--- src/rtl/pspi_slave.sv ---
// PSPI responder: oversampled serial frame receive/transmit with even parity.
// Optional parity error counter built when PSPI_SLAVE_ERRCNT_EN is defined.
module pspi_slave #(
  parameter int                 DATA_W       = 7,
  parameter logic [DATA_W-1:0]  IDLE_PATTERN = {DATA_W{1'b1}}
) (
  input  logic              clk,
  input  logic              rst,
  input  logic              sclk,
  input  logic              sel,
  input  logic              mosi,
  output logic              miso,
  input  logic [DATA_W-1:0] tx_data,
  input  logic              tx_load,
  output logic              tx_ready,
  output logic              tx_underrun,
  output logic [DATA_W-1:0] rx_data,
  output logic              rx_valid,
  output logic              rx_err,
  output logic              frame_abort,
  output logic [7:0]        err_cnt
);

  localparam int FRAME_W = DATA_W + 1;
  localparam int CNT_W   = $clog2(FRAME_W + 1);
  localparam logic [CNT_W-1:0] FRAME_CNT = CNT_W'(FRAME_W);

  typedef enum logic [1:0] {ST_IDLE, ST_LOAD, ST_SHIFT} state_t;

  state_t state_q, state_d;

  logic [2:0]         sclk_sync_q, sclk_sync_d;
  logic [2:0]         sel_sync_q,  sel_sync_d;
  logic [1:0]         mosi_sync_q, mosi_sync_d;

  logic [FRAME_W-1:0] tx_shift_q, tx_shift_d;
  logic [FRAME_W-1:0] rx_shift_q, rx_shift_d;
  logic [CNT_W-1:0]   bit_cnt_q,  bit_cnt_d;
  logic [DATA_W-1:0]  buf_q,      buf_d;
  logic               buf_full_q, buf_full_d;
  logic               miso_q,     miso_d;
  logic [DATA_W-1:0]  rx_data_q,  rx_data_d;
  logic               rx_err_q,   rx_err_d;
  logic               rx_valid_q, rx_valid_d;
  logic               abort_q,    abort_d;
  logic               under_q,    under_d;

  logic sclk_rise, sclk_fall, sel_rise, sel_lvl, mosi_s, frame_done;

  // Stages [1:0] resynchronise; stage [2] exists only for edge detection.
  assign sclk_sync_d = {sclk_sync_q[1:0], sclk};
  assign sel_sync_d  = {sel_sync_q[1:0],  sel};
  assign mosi_sync_d = {mosi_sync_q[0],   mosi};

  assign sclk_rise  =  sclk_sync_q[1] & ~sclk_sync_q[2];
  assign sclk_fall  = ~sclk_sync_q[1] &  sclk_sync_q[2];
  assign sel_rise   =  sel_sync_q[1]  & ~sel_sync_q[2];
  assign sel_lvl    =  sel_sync_q[1];
  assign mosi_s     =  mosi_sync_q[1];
  assign frame_done = (state_q == ST_SHIFT) && (bit_cnt_q == FRAME_CNT);

  // NOTE: sequential state uses non-blocking assignments so every flop samples pre-edge values.
  always_ff @(posedge clk or posedge rst) begin
    if (rst) state_q <= ST_IDLE;
    else     state_q <= state_d;
  end

  // Completion wins over a late sel drop, keeping rx_valid and frame_abort exclusive.
  always_comb begin
    state_d = state_q;
    unique case (state_q)
      ST_IDLE:  if (sel_rise) state_d = ST_LOAD;
      ST_LOAD:  state_d = ST_SHIFT;
      ST_SHIFT: if (frame_done || !sel_lvl) state_d = ST_IDLE;
      default:  state_d = ST_IDLE;
    endcase
  end

  // NOTE: every output of this block gets a default first, so no latch can be inferred.
  always_comb begin
    tx_shift_d = tx_shift_q;
    rx_shift_d = rx_shift_q;
    bit_cnt_d  = bit_cnt_q;
    miso_d     = miso_q;
    rx_data_d  = rx_data_q;
    rx_err_d   = rx_err_q;
    rx_valid_d = 1'b0;
    abort_d    = 1'b0;
    under_d    = 1'b0;
    unique case (state_q)
      ST_IDLE: miso_d = 1'b0;
      ST_LOAD: begin
        if (buf_full_q) begin
          tx_shift_d = {buf_q, ^buf_q};
        end else begin
          tx_shift_d = {IDLE_PATTERN, ^IDLE_PATTERN};
          under_d    = 1'b1;
        end
        miso_d     = tx_shift_d[FRAME_W-1];
        bit_cnt_d  = '0;
        rx_shift_d = '0;
      end
      ST_SHIFT: begin
        if (frame_done) begin
          rx_data_d  = rx_shift_q[FRAME_W-1:1];
          rx_err_d   = ^rx_shift_q;
          rx_valid_d = 1'b1;
          miso_d     = 1'b0;
        end else if (!sel_lvl) begin
          abort_d = 1'b1;
          miso_d  = 1'b0;
        end else begin
          if (sclk_rise) begin
            rx_shift_d = {rx_shift_q[FRAME_W-2:0], mosi_s};
            bit_cnt_d  = bit_cnt_q + CNT_W'(1);
          end
          if (sclk_fall && (bit_cnt_q < FRAME_CNT)) begin
            tx_shift_d = tx_shift_q << 1;
            miso_d     = tx_shift_q[FRAME_W-2];
          end
        end
      end
      default: miso_d = 1'b0;
    endcase
  end

  // A load coinciding with LOAD on an empty buffer is kept for the following frame.
  always_comb begin
    buf_d      = buf_q;
    buf_full_d = buf_full_q;
    if (state_q == ST_LOAD && buf_full_q) buf_full_d = 1'b0;
    if (tx_load && !buf_full_q) begin
      buf_d      = tx_data;
      buf_full_d = 1'b1;
    end
  end

  always_ff @(posedge clk or posedge rst) begin
    if (rst) begin
      sclk_sync_q <= '0;
      sel_sync_q  <= '0;
      mosi_sync_q <= '0;
      tx_shift_q  <= '0;
      rx_shift_q  <= '0;
      bit_cnt_q   <= '0;
      buf_q       <= '0;
      buf_full_q  <= 1'b0;
      miso_q      <= 1'b0;
      rx_data_q   <= '0;
      rx_err_q    <= 1'b0;
      rx_valid_q  <= 1'b0;
      abort_q     <= 1'b0;
      under_q     <= 1'b0;
    end else begin
      sclk_sync_q <= sclk_sync_d;
      sel_sync_q  <= sel_sync_d;
      mosi_sync_q <= mosi_sync_d;
      tx_shift_q  <= tx_shift_d;
      rx_shift_q  <= rx_shift_d;
      bit_cnt_q   <= bit_cnt_d;
      buf_q       <= buf_d;
      buf_full_q  <= buf_full_d;
      miso_q      <= miso_d;
      rx_data_q   <= rx_data_d;
      rx_err_q    <= rx_err_d;
      rx_valid_q  <= rx_valid_d;
      abort_q     <= abort_d;
      under_q     <= under_d;
    end
  end

`ifdef PSPI_SLAVE_ERRCNT_EN
  logic [7:0] err_cnt_q, err_cnt_d;

  always_comb begin
    err_cnt_d = err_cnt_q;
    if (rx_valid_q && rx_err_q && (err_cnt_q != 8'hFF)) err_cnt_d = err_cnt_q + 8'd1;
  end

  always_ff @(posedge clk or posedge rst) begin
    if (rst) err_cnt_q <= 8'h00;
    else     err_cnt_q <= err_cnt_d;
  end

  assign err_cnt = err_cnt_q;
`else
  assign err_cnt = 8'h00;
`endif

  assign miso        = miso_q;
  assign tx_ready    = ~buf_full_q;
  assign tx_underrun = under_q;
  assign rx_data     = rx_data_q;
  assign rx_valid    = rx_valid_q;
  assign rx_err      = rx_err_q;
  assign frame_abort = abort_q;

endmodule
--- config.mk ---
export PLATFORM = sky130hd
export DESIGN_NAME = pspi_slave
export DESIGN_NICKNAME = d
export VERILOG_FILES = /design/src/rtl/pspi_slave.sv
export SDC_FILE = /design/constraint.sdc
export NUM_CORES = 1
export LEC_CHECK = 0
export CORE_AREA = 10 10 79 81
export DETAILED_ROUTE_END_ITERATION = 12
export DIE_AREA = 0 0 89 91
export PLACE_DENSITY = 0.77
export RECOVER_POWER = 25
export SLEW_MARGIN = 25
export SYNTH_ARGS = -nofsm -noshare
export SYNTH_HDL_FRONTEND = slang
export SYNTH_SLANG_ARGS = --single-unit
--- constraint.sdc ---
create_clock -name clk -period 1.49 [get_ports clk]
set_input_delay 0.149 -clock clk [delete_from_list [all_inputs] [get_ports clk]]
set_output_delay 0.149 -clock clk [all_outputs]
set_load 0.005 [all_outputs]
[Yosys cells after proc, flatten, opt, wreduce, memory -nomap -nowiden]
Cells that the tools add are included.
Storage, ports and cells
  register bits after elaboration: 49
  word-level logic and storage cells: 79
  bits of input ports: 13
Operators by class
  bitwise gates (word level): 7
  reduce and logical (&&, ||, !) cells: 16
  eq/ne operators: 10
  mux-type cells: 29
  magnitude comparators: 1
  $add $sub $neg: 1
Operators with widths (number)
  $mux 8: 4
  $mux 7: 3
  $pmux 8 s2: 1
  $pmux 7 s2: 1
  $mux 1: 12
  $mux 4: 3
  $ne 2x2->1 const B: 4
  $pmux 4 s2: 1
  $reduce_and 4->1: 2
  $reduce_xor 8->1: 1
  $reduce_xor 7->1: 1
  $pmux 2 s3: 1
  $add 4x1->4 const B: 1
  $eq 4x4->1 const B: 1
  $logic_and 1x1->1: 4
  $lt 4x4->1 const B: 1
  $mux 2: 2
  $ne 2x1->1 const B: 2
  $ne 4x3->1 const B: 1
  $not 1->1: 4
  $reduce_and 2->1: 2
  $reduce_bool 2->1: 2
  $and 1x1->1: 3
  $eq 2x1->1 const B: 1
  other kinds (5): 6

[Logic depth before layout (Yosys ltp)]
Gate-level depths: netlist (run 1).
  depth after elaboration: 7
  gate-level depth with buffers: 8
  mapped depth without buffers: 6

[Worst setup path after synthesis (run 1)]
Ideal clock, no wire load.
  kind: register to register
  start: register state_q[0]
  end: register bit_cnt_q[0]
  setup slack: -140 ps
  data required time: 1365 ps
  period minus slack after synthesis: 1630 ps
  arrival: 1505 ps
  stages on the path, launching flop included: 8
  path through: dfrtp_1 > inv_1 > ha_1 > buf_6 > and4b_4 > and2_4 > buf_2 > mux2_4
Between the ends
  cells in the longest elaborated chain, start to end: 4
  elaborated cells between the ends (all ways): 9
Ends and longest elaborated chain
  from (decl): RTL line 30  | state_t state_q, state_d;
  from (signal assigned): RTL line 65  | else state_q <= state_d;
  $eq 2x2->1: RTL line 60, 90
  $logic_and 1x1->1: RTL line 60  | assign frame_done = (state_q == ST_SHIFT) && (bit_cnt_q == FRAME_CNT);
  $ne 2x2->1 (no source line)
  $reduce_and 4->1 (no source line)
  to (signal assigned): RTL line 160  | bit_cnt_q <= bit_cnt_d;
  to (decl): RTL line 38  | logic [CNT_W-1:0] bit_cnt_q, bit_cnt_d;
Parallel ways exist; a longest one is shown, timed or not.
A chain may end at the register's enable or synchronous reset.

[Worst setup path in the final report (run 1)]
Ends and elaborated chain as after synthesis.

==> impl_results.md, run 1 <==
* Post-CTS Hold Fix Bufs at 0
* Fillers at approximately 390
* Worst-margin pin slew at between 1 and 1.5 ns
* Status: finished, violations left
* CTS buffer count at 5
* DR iter-0 viols at 95
* Final wirelength at about 4200 µm
* RR Startpoint: state_q[0]$_DFFE_PP0P_
* Synthesized cell area at approximately 2200 µm²
* Minimum clock period after layout at 1.57 ns
* # diodes at 0
* Initial core utilization at 46.6%
* Full die area at slightly above 8000 µm²
* Worst Path Required at 1.67 ns
* GPL Wtd Cong at between 0.8 and 0.9
* Sequential cell area at between 1000 and 1500 µm²
* GRT Overall Usage at between 10 and 15%
* CP Data Arrival Time at about 1.7 ns
* Hold EP: sel_sync_q[1]$_DFF_PP0_
* RSZ-0062 raised after global routing: yes
* Max Freq at between 0.6 and 0.7 GHz
* Clock skew at 0.00759 ns
* Drt wl/cell at ~15 µm
* ANT nets after route at 0
* Max_cap viols at 0
* Worst R2R End: bit_cnt_q[0]$_DFFE_PP0P_
* Power density over the cells at about 1600 nW/µm²
* Min-Delay Path Depth at 0
* Remaining global-route overflow at 0
* Fin crit share at 105%
* Final slew viol count at 0
* Async set-or-reset flop fraction in the synthesized netlist at 100%
* Worst Setup Path Type: register to register
* Synth Instances at approximately 190
* Number of buffers added on ports at 25
* Number of global-route vias before repair at between 1,000 and 1,500
* TritonCTS clock tree: built
* Final hold vios at 0
* DRC viols at 0
* Post-synthesis sequential element count at between 40 and 50
* Startpoint types: register
* H-tree lvl count at 2
* Worst Setup Slack, final at -0.0752 ns
* Die width at just under 90 µm
* Layout cells sized above 1 at between 20% and 30%
* Worst-path fanout max at 6
* R2R depth at 6
* Initial antenna violation count at 0
* First-pass GRT wire length at 6750 µm
* Warning count from the yosys run at 0
* Num Clock Sinks at 49
* Rows at 25
* Hold Crit Start: sel_sync_q[0]$_DFF_PP0_
* Setup violators final at 6
* EDFF count, synth at 0
* Clk root buf: clkbuf_8
* Area of the multi-input gates at ~900 µm²
* Max clock buf depth at 2
* Syn Area/Cell at around 12 µm²
* Most used DFF post-synth: dfrtp_1
* Final #Nets at 252
* Maximum vdd drop at between 0.6 and 0.7 mV
* Via density at roughly 4.9
* Worst rel slew slack at 28.0%
* Height of the die at between 90 and 100 µm
* IO Pins at 34
* Tot Pwr at roughly 4400 µW
* Core Area at approximately 4700 µm²
* Clock latency on the worst-skew pair at slightly below 0.3 ns
* Area growth syn-to-layout at 26.0%
* DR vias at about 1,400
* Distinct cells, synth at 38
* R2r setup slk at -0.08 ns
* Clock-pin slew on the worst setup and hold paths at ~0.090 ns
* Crit. End Element: register
* P_leak at ~0.0013 µW
* Largest net degree at the start of global routing at 50
* DRT Pass-1 Iters at 4
* DPL Wire Length at around 2800 µm
* Failing checks: setup timing
* Share of synthesized area occupied by flip-flops and latches at a little under three fifths
* Class of the worst hold path: register to register
* Hold WS at approximately 0.35 ns
## area by class of cell
cell class | count | share of cell area, %
clock buffers | 8 | 2.93
inverters | 8 | 1.37
multi-input cells | 122 | 32.6
flip-flops and latches | 49 | 44.9
well taps | 54 | 2.47
repair buffers | 48 | 15.8
## worst max path at each step
stage	start	to	slack, ns	cells after the start
6_report	state_q[0]$_DFFE_PP0P_	bit_cnt_q[0]$_DFFE_PP0P_	-0.08	6
3_3_place_gp	state_q[0]$_DFFE_PP0P_	tx_shift_q[2]$_DFFE_PP0P_	0.03	5
4_1_cts	state_q[1]$_DFFE_PP0P_	tx_shift_q[2]$_DFFE_PP0P_	-0.05	6
3_5_place_dp	state_q[0]$_DFFE_PP0P_	bit_cnt_q[0]$_DFFE_PP0P_	-0.03	6
2_1_floorplan	state_q[0]$_DFFE_PP0P_	bit_cnt_q[0]$_DFFE_PP0P_	-0.08	7
5_1_grt	state_q[0]$_DFFE_PP0P_	bit_cnt_q[0]$_DFFE_PP0P_	-0.12	6
## Yosys cell counts (4+ instances only)
master,count,area (µm²)
a21oi_1,5,25.0
mux2_2,8,90.1
a22o_1,9,78.8
o21a_1,5,37.5
nor2_1,4,15.0
inv_1,7,26.3
dfrtp_1,49,1230
o21ai_0,8,40.0
nand2_1,34,128
xnor2_1,8,70.1
buf_4,8,60.1
ha_1,5,62.6
## registers in the layout, summed over array words and instances, names as in the netlist, 2 cells and up
signal and count:
rx_shift_q 8, buf_q 7, rx_data 7, tx_shift_q 7, bit_cnt_q 4, sclk_sync_q 3
sel_sync_q 3, mosi_sync_q 2, state_q 2
## power breakdown
part	leakage [µW]	switching, µW	internal (µW)
clock network	0.0000395	405	334
registers	0.000630	218	1630
logic	0.000605	801	1040
## critical path, stage by stage, from the launching register on
cell and delay [ns]:
dfrtp_1 0.40, inv_2 0.09, ha_4 0.18, and4b_4 0.24
and2_4 0.18, o22ai_4 0.09, mux2_4 0.27
## placed cells by master, fill, tap and decap left out, types with 4 or more instances in the layout
| master | count |
|---|---|
| clkdlybuf4s50_1 | 20 |
| o21a_1 | 5 |
| dlygate4sd3_1 | 4 |
| mux2_2 | 8 |
| xnor2_1 | 8 |
| inv_1 | 4 |
| a22o_1 | 9 |
| clkbuf_8 | 5 |
| nand2_1 | 34 |
| dfrtp_1 | 49 |
| buf_4 | 20 |
| conb_1 | 8 |
| o21ai_0 | 8 |
## kinds of logic (layout without fill, tap and decap cells)
logic type                 Yosys count  after routing  synth area share [%]
and+or+nand+nor                     51             51                  11.2
xor gates and xnor gates            13             13                  6.52
AOI/OAI and AO/OA                   35             36                  11.8
adders and majority gates            5              5                  2.88
muxes                                9              9                  4.84
other                                1              8                 0.173
buffers and inverters               22             64                  6.06
DFF                                 49             49                  56.5
## repair_timing
action | CTS | global route
cloned | 1 | 0
endpoints found under the setup margin | 8 | 27
setup buffers | 2 | 7
gates resized for setup | 1 | 10
pin swaps | 1 | 4
## routing by layer
metal | up-vias | GRT usage, % | routed length (µm)
met5 | - | 0 | 0
met4 | 0 | 3.98 | 43
met3 | 2 | 2.14 | 135
met2 | 23 | 14.7 | 1990
met1 | 691 | 14.7 | 2060
li1 | 712 | - | -
## through the flow
step / TNS, ns / std cells / worst slack, ns / util [%] / area, µm²
2_1_floorplan: -0.0757 / 192 / -0.0757 / - / 2210
3_3_place_gp: 0 / 271 / 0.0295 / 54.6 / 2540
3_5_place_dp: -0.0582 / 271 / -0.0333 / 54.6 / 2540
4_1_cts: -0.134 / 282 / -0.0473 / 57.0 / 2660
5_1_grt: -3.03 / 289 / -0.118 / 58.6 / 2730
6_report: -0.109 / 289 / -0.0752 / 58.6 / 2730
(Power assumes the default switching activity.)
==> run 2, diff against run 1 <==
--- a/config.mk
+++ b/config.mk
@@ -8,6 +8,7 @@
 export CORE_AREA = 10 10 79 81
 export DETAILED_ROUTE_END_ITERATION = 12
 export DIE_AREA = 0 0 89 91
+export GPL_ROUTABILITY_DRIVEN = 0
 export PLACE_DENSITY = 0.77
 export RECOVER_POWER = 25
 export SLEW_MARGIN = 25
==> results of run 2 <==
No change in the layout: final DEF, timing and power equal those of run 1.
